File: src/rtl/vend_change_fsm.sv
// Coin-operated vending controller: accumulates credit, releases one product
// per purchase and holds any change until the payout mechanism acknowledges.
module vend_change_fsm #(
    parameter int PRICE      = 15,
    parameter int MAX_CREDIT = 40,
    parameter int CREDIT_W   = 6
) (
    input  logic                clk,
    input  logic                rst_n,
    input  logic                coin5,
    input  logic                coin10,
    input  logic                coin25,
    input  logic                cancel,
    input  logic                change_ack,
    output logic                dispense,
    output logic                change_valid,
    output logic [CREDIT_W-1:0] change_amt,
    output logic [CREDIT_W-1:0] credit,
    output logic                coin_reject
);

    typedef enum logic [1:0] {
        IDLE   = 2'd0,
        CREDIT = 2'd1,
        VEND   = 2'd2,
        CHANGE = 2'd3
    } state_t;

    localparam logic [CREDIT_W:0]   PRICE_X = (CREDIT_W+1)'(PRICE);
    localparam logic [CREDIT_W:0]   MAX_X   = (CREDIT_W+1)'(MAX_CREDIT);
    localparam logic [CREDIT_W-1:0] PRICE_C = CREDIT_W'(PRICE);
    localparam logic [CREDIT_W:0]   V5      = (CREDIT_W+1)'(5);
    localparam logic [CREDIT_W:0]   V10     = (CREDIT_W+1)'(10);
    localparam logic [CREDIT_W:0]   V25     = (CREDIT_W+1)'(25);

    state_t              state_q, state_d;
    logic [CREDIT_W-1:0] credit_q, credit_d;
    logic                coin_reject_q, coin_reject_d;

    logic                any_coin;
    logic                one_coin;
    logic                accept;
    logic [CREDIT_W:0]   coin_val;
    logic [CREDIT_W:0]   sum;

    always_comb begin
        coin_val = '0;
        one_coin = 1'b0;
        unique case ({coin25, coin10, coin5})
            3'b001: begin coin_val = V5;  one_coin = 1'b1; end
            3'b010: begin coin_val = V10; one_coin = 1'b1; end
            3'b100: begin coin_val = V25; one_coin = 1'b1; end
            default: begin coin_val = '0; one_coin = 1'b0; end
        endcase
    end

    // Sum is one bit wider than credit so an overflow check never wraps.
    assign any_coin = coin5 | coin10 | coin25;
    assign sum      = {1'b0, credit_q} + coin_val;
    assign accept   = ((state_q == IDLE) || (state_q == CREDIT)) &&
                      one_coin && !cancel && (sum <= MAX_X);

    always_comb begin
        state_d       = state_q;
        credit_d      = credit_q;
        coin_reject_d = any_coin && !accept;
        unique case (state_q)
            IDLE, CREDIT: begin
                if (accept) begin
                    credit_d = sum[CREDIT_W-1:0];
                    state_d  = (sum >= PRICE_X) ? VEND : CREDIT;
                end else if (cancel && state_q == CREDIT) begin
                    state_d = CHANGE;
                end
            end
            VEND: begin
                credit_d = credit_q - PRICE_C;
                state_d  = (credit_q > PRICE_C) ? CHANGE : IDLE;
            end
            CHANGE: begin
                if (change_ack) begin
                    credit_d = '0;
                    state_d  = IDLE;
                end
            end
            default: begin
                state_d  = IDLE;
                credit_d = '0;
            end
        endcase
    end

    always_ff @(posedge clk or negedge rst_n) begin
        if (!rst_n) begin
            state_q       <= IDLE;
            credit_q      <= '0;
            coin_reject_q <= 1'b0;
        end else begin
            state_q       <= state_d;
            credit_q      <= credit_d;
            coin_reject_q <= coin_reject_d;
        end
    end

    // Outputs decode straight from flops so reset clears them immediately.
    assign dispense     = (state_q == VEND);
    assign change_valid = (state_q == CHANGE);
    assign change_amt   = (state_q == CHANGE) ? credit_q : '0;
    assign credit       = credit_q;
    assign coin_reject  = coin_reject_q;

endmodule

File: config.mk
export PLATFORM = sky130hd
export DESIGN_NAME = vend_change_fsm
export DESIGN_NICKNAME = d
export VERILOG_FILES = /design/src/rtl/vend_change_fsm.sv
export SDC_FILE = /design/constraint.sdc
export NUM_CORES = 1
export LEC_CHECK = 0
export BUFFER_PORTS_ARGS = -buffer_cell sky130_fd_sc_hd__buf_2
export CORE_UTILIZATION = 56
export CTS_BUF_LIST = sky130_fd_sc_hd__clkbuf_4 sky130_fd_sc_hd__clkbuf_8
export CTS_CLUSTER_DIAMETER = 40
export DETAILED_ROUTE_END_ITERATION = 10
export PLACE_DENSITY = 0.86
export SLEW_MARGIN = 40
export SYNTH_ARGS = -nofsm -noshare
export SYNTH_HDL_FRONTEND = slang
export SYNTH_SLANG_ARGS = --single-unit
export TNS_END_PERCENT = 100
File: constraint.sdc
create_clock -name clk -period 3.42 [get_ports clk]
set_clock_uncertainty 0.2 [all_clocks]
set_input_delay 0.171 -clock clk [delete_from_list [all_inputs] [get_ports clk]]
set_output_delay 0.171 -clock clk [all_outputs]
set_load 0.01 [all_outputs]
Word-level counts from Yosys, hierarchy flattened. Cells that the tools add are included.

Memory bits (read-only): 0. Memories: 0. Bits in writable memories: 0. Latch bits: 0. Bits in registers: 9.

Bitwise operators: 2. $mul: 0. Muxes and demuxes: 12. Shift operators: 0. $add $sub $neg: 2. Equality and inequality tests: 9. $lt $le $gt $ge: 3. Divide/modulo/power cells: 0. Reductions and logical operators: 13.

Operator list (number): two-way mux 6 bit (3); case mux 6 bit (3 select lines) (1); case mux 5 bit (3 select lines) (1); two-way mux 2 bit (5); adder 6 x 7 -> 7 bit (1); >= comparator 7 x 4 -> 1 bit, second input constant (1); less-or-equal comparator 7 x 6 -> 1 bit, second input constant (1); > comparator 6 x 4 -> 1 bit, second input constant (1); case mux 2 bit (3 select lines) (1); subtractor 6 x 4 -> 6 bit, second input constant (1); logical AND 1 bit (5); == test 2 bit, second input constant (2); inequality test 2 bit, second input constant (2); AND reduction 2 bit (2); == test 3 x 1 -> 1 bit, second input constant (1); == test 3 x 2 -> 1 bit, second input constant (1); == test 3 bit, second input constant (1); inequality test 3 bit, second input constant (1); OR reduction 3 bit (1); == test 2 x 1 -> 1 bit, second input constant (1); zero test 1 bit (2); zero test 2 bit (1); OR 1 bit (2); OR reduction 2 bit (1); 2 further kinds (2).

Logic depth before layout (Yosys ltp).
Depth in word-level cells: 8. Gate-level depth with buffers: 11.

Least setup slack after synthesis. Ideal clock, no wire load.

Kind: input-to-reg. From: input coin25. To: register credit_q[4] (netlist: credit[4]). Slack: 614 ps. Setup time: 126 ps. Arrival time: 2480 ps. Required time: 3094 ps. Stages: 11. Cells stage by stage: nor3b_1 or2_2 ha_1 inv_1 fa_1 and2b_1 o22ai_1 xnor2_1 o211a_4 nor2_1 a221o_1.

Cells in the longest elaborated chain, start to end: 8. Elaborated cells between the ends (all ways): 15. Classes of those cells: 1 x add/sub; 1 x order compare; 4 x eq/ne; 4 x mux; 5 x reduce/logical.

RTL lines: start, declared (RTL line 12) `input logic coin25,`; parallel branches: the longest is 8 deep, another holds adder 6 x 7 -> 7 bit; end signal, assigned (RTL line 100) `credit_q <= credit_d;`; end, declared (RTL line 37) `logic [CREDIT_W-1:0] credit_q, credit_d;`.

Parallel ways; which one is timed is not known. The select of a mux whose other input is x is not followed. A chain may end at the register's enable or synchronous reset.

Worst setup path after layout.
From: input coin5. To: register credit_q[4] (netlist: credit[4]).

Cells in the longest elaborated chain, start to end: 8. Elaborated cells between the ends (all ways): 15. Classes of those cells: 1 x add/sub; 1 x order compare; 4 x eq/ne; 4 x mux; 5 x reduce/logical.

RTL lines: start, declared (RTL line 10) `input logic coin5,`; parallel branches: the longest is 8 deep, another holds adder 6 x 7 -> 7 bit.

Parallel ways; which one is timed is not known. The select of a mux whose other input is x is not followed.

==> flow_summary.toml <==
[critical_path]
start_kind = "input port"
path_buf_inv = 3
path_cells = "dlygate4sd3_1 > buf_2 > nor3b_2 > or2_2 > ha_1 > inv_1 > fa_1 > and2b_2 > o22ai_1 > xnor2_1 > o211a_4 > nor2_1 > a221o_1"
cp_top_family = "buffers and inverters"
critPathRequiredTime_ns = 3.36
cp_slowest_cell = "dlygate4sd3_1"
path_max_fanout = 7
arrival_ns = 3.22
slowest_delay_ns = 0.53
cp-end-kind = "flip-flop"
path_class = "input port to flip-flop"

[yosys]
synth_async_sr_flop_share_pct = 100
yosysUniqueCellTypes = 49
synthMuxAreaShare_pct = 0.976
synth-simple-area-share_pct = 24.9
synth_compound_area_share_pct = 33.2
synth.top_cell.area_share_pct = 22.0
synth_top_cell_by_area = "dfrtp_1"
ys_warn_count = 0
syn_nets = 143
synth_edf_count = 0
synthTopCellsByArea = "dfrtp_1, ha_1, nor2_1"
synth-seq-cells = 9
seq_area_frac_synth_pct = 22.0
synth_xor_area_share_pct = 3.41
syn_inst = 129
synth.avg_cell_area_um2 = 7.95
synthAdderAreaFrac_pct = 9.27
synth_flop_cell = "dfrtp_1"
netlist_area_um2 = 1030
synth_top_family_by_area = "compound AO/OA/AOI/OAI gates"

[run_status]
status = "finished, final reports clean"

[sta]
finalHoldViolCount = 0
post-route-period-util_pct = 95.8
finalSetupViolations = 0
worst_pin_slew_ns = 0.605
timing.hold.ws_ns = 0.0683
fin_tns_setup_ns = 0
min_period_ns = 3.28
fmax_ghz = 0.305
relSlewSlack_pct = 59.7
slew_viol_final = 0
rsz0062_at_grt = "no"

[floorplanning]
core.rowCount = 15
fp.dieH_um = 44.8
start_util_pct = 59.4
die_x_um = 44.8
die_area_um2 = 2010
core_area_um2 = 1730
num_io_pins = 22

[cts]
ctsLongestPathBuffers = 2
clkLatencyLatePin_ns = 0.27
h-tree-depth = 1
clockRootBuffer = "clkbuf_4"
clk_pin_slew_ns = 0.06
cts_tree = "built"
numCtsBuffers = 3
numClockSinks = 9

[final_layout]
num-nets-final = 168
utilization_pct = 70.9
area_growth_syn_to_layout_pct = 19.4
final_cells = 178
num-fill-cells = 144
drive_above_1_share_pct = 26.8
multiInputGateArea_um2 = 747
diodes = 0
seq_area_um2 = 225
final_cell_area_um2 = 1220

[global_routing]
antenna_found_initial = 0
grt_pass1_vias = 922
track_usage_pct = 28.9
grt_pass1_wl_um = 4200
grt_overflow_total = 0
grt_max_degree = 20

[routing]
ant_nets = 0
post_drt_wl_per_cell_um = 15.5
wl_um = 2760
viasPerCell = 6.30
routed-via-count = 1122
drtIter0Drc = 61
drc = 0
drt_first_pass_iters = 6

[pwr]
p_comb_share_pct = 63.0
switching_power_uw = 547
ir_drop_uv = 532
p_per_area_nw_per_um2 = 872
internal_power_uw = 521
switching_share_pct = 51.2
clkPwrFrac_pct = 8.6
p_seq_share_pct = 28.5
p_leak_uw = 0.000579

[placement]
hpwl_um = 2000
portBuffers = 21
post-place-cells = 169
placed_cell_area_um2 = 1140
gp_congestion = 0.920

[min_path]
hp-class = "input port to flip-flop"

[run]
max-cap-violations = 0
[tightest hold or removal path: stages]
cell     delay [ns]
buf_2          0.10
a21oi_1        0.06
a22oi_1        0.14
[Yosys cell counts (2+ instances only)]
cell type	count
o22ai_1	2
and3_1	4
clkbuf_1	5
ha_1	6
a21oi_1	8
dfrtp_1	9
a31oi_1	2
a211oi_2	2
xnor2_1	3
o311ai_0	3
nand3_1	3
or2_2	2
o21ai_0	6
inv_1	9
nor3_1	4
nand3b_1	3
nand2_1	10
nor2_1	12
o2111ai_1	2
nor3b_1	2
or2_1	2
o211ai_1	3
[metal layers]
metal / part of all wire [%] / GRT usage [%] / up-vias
li1: - / - / 537
met1: 46 / 38.8 / 528
met2: 47 / 47.4 / 55
met3: 7.1 / 7.20 / 2
met4: 0.18 / 5.45 / 0
met5: 0 / 0 / -
[state kept, by name, summed over array words and instances (netlist names)]
register     flops
credit           6
state_q          2
coin_reject      1
[worst paths after layout]
path,start,end,slack [ns],depth (start not counted)
setup reg to reg,credit[0],credit[4],0.49,9
max in group asynchronous,rst_n,credit[5],2.75,2
hold / removal,cancel,state_q[1],0.07,3
min in group asynchronous,rst_n,credit[0],0.09,2
hold reg to reg,credit[3],credit[3],0.49,2
setup / recovery,coin5,credit[4],0.14,13
[power groups by stage]
stage	sequential [uW]	clock, uW	combinational [uW]
floorplan	219	0	533
global placement	293	0	612
detailed placement	295	0	621
CTS	293	94.2	628
global route	311	101	740
finish	304	91.7	673
[kinds of logic after synthesis]
kind of cell | count (synthesis)
AO/OA/AOI/OAI | 44
XOR/XNOR | 4
adder cells (fa/ha/maj) | 7
buffers and inverters | 16
flip-flops | 9
multiplexers | 1
AND/OR/NAND/NOR | 48
[timing repair]
action	in CTS	in global routing
setup buffers	0	2
setup endpoints to repair	0	6
hold endpoints to repair	10	0
resized for setup	0	4
hold buffers	3	0
[placed cells by master, fill, tap and decap left out, types with 2 or more instances in the layout]
cell type / instances
buf_2: 21
nor2_1: 12
nand2_1: 10
inv_1: 9
dfrtp_1: 9
a21oi_1: 8
o21ai_0: 6
ha_1: 6
and3_1: 4
nor3_1: 4
clkbuf_4: 4
nand3b_1: 3
xnor2_1: 3
o211ai_1: 3
nand3_1: 3
dlygate4sd3_1: 3
buf_4: 3
nor3b_2: 2
or2_1: 2
or2_2: 2
o2111ai_1: 2
a211oi_2: 2
o22ai_1: 2
o311ai_0: 2
a31oi_1: 2
[per-stage QoR]
step / power (uW) / setup WS, ns
4_1_cts: 1010 / 0.0605
2_1_floorplan: 752 / 0.614
5_1_grt: 1150 / 0.0279
3_5_place_dp: 916 / 0.316
6_report: 1070 / 0.144
3_3_place_gp: 905 / 0.440
[layout make-up]
| type | count | area share, % |
|---|---|---|
| inverters | 9 | 2.76 |
| well taps | 25 | 2.55 |
| multi-input cells | 104 | 61.0 |
| flip-flops and latches | 9 | 18.4 |
| repair buffers | 27 | 12.9 |
| clock buffers | 4 | 2.45 |
Power figures use the tool's default switching activity.
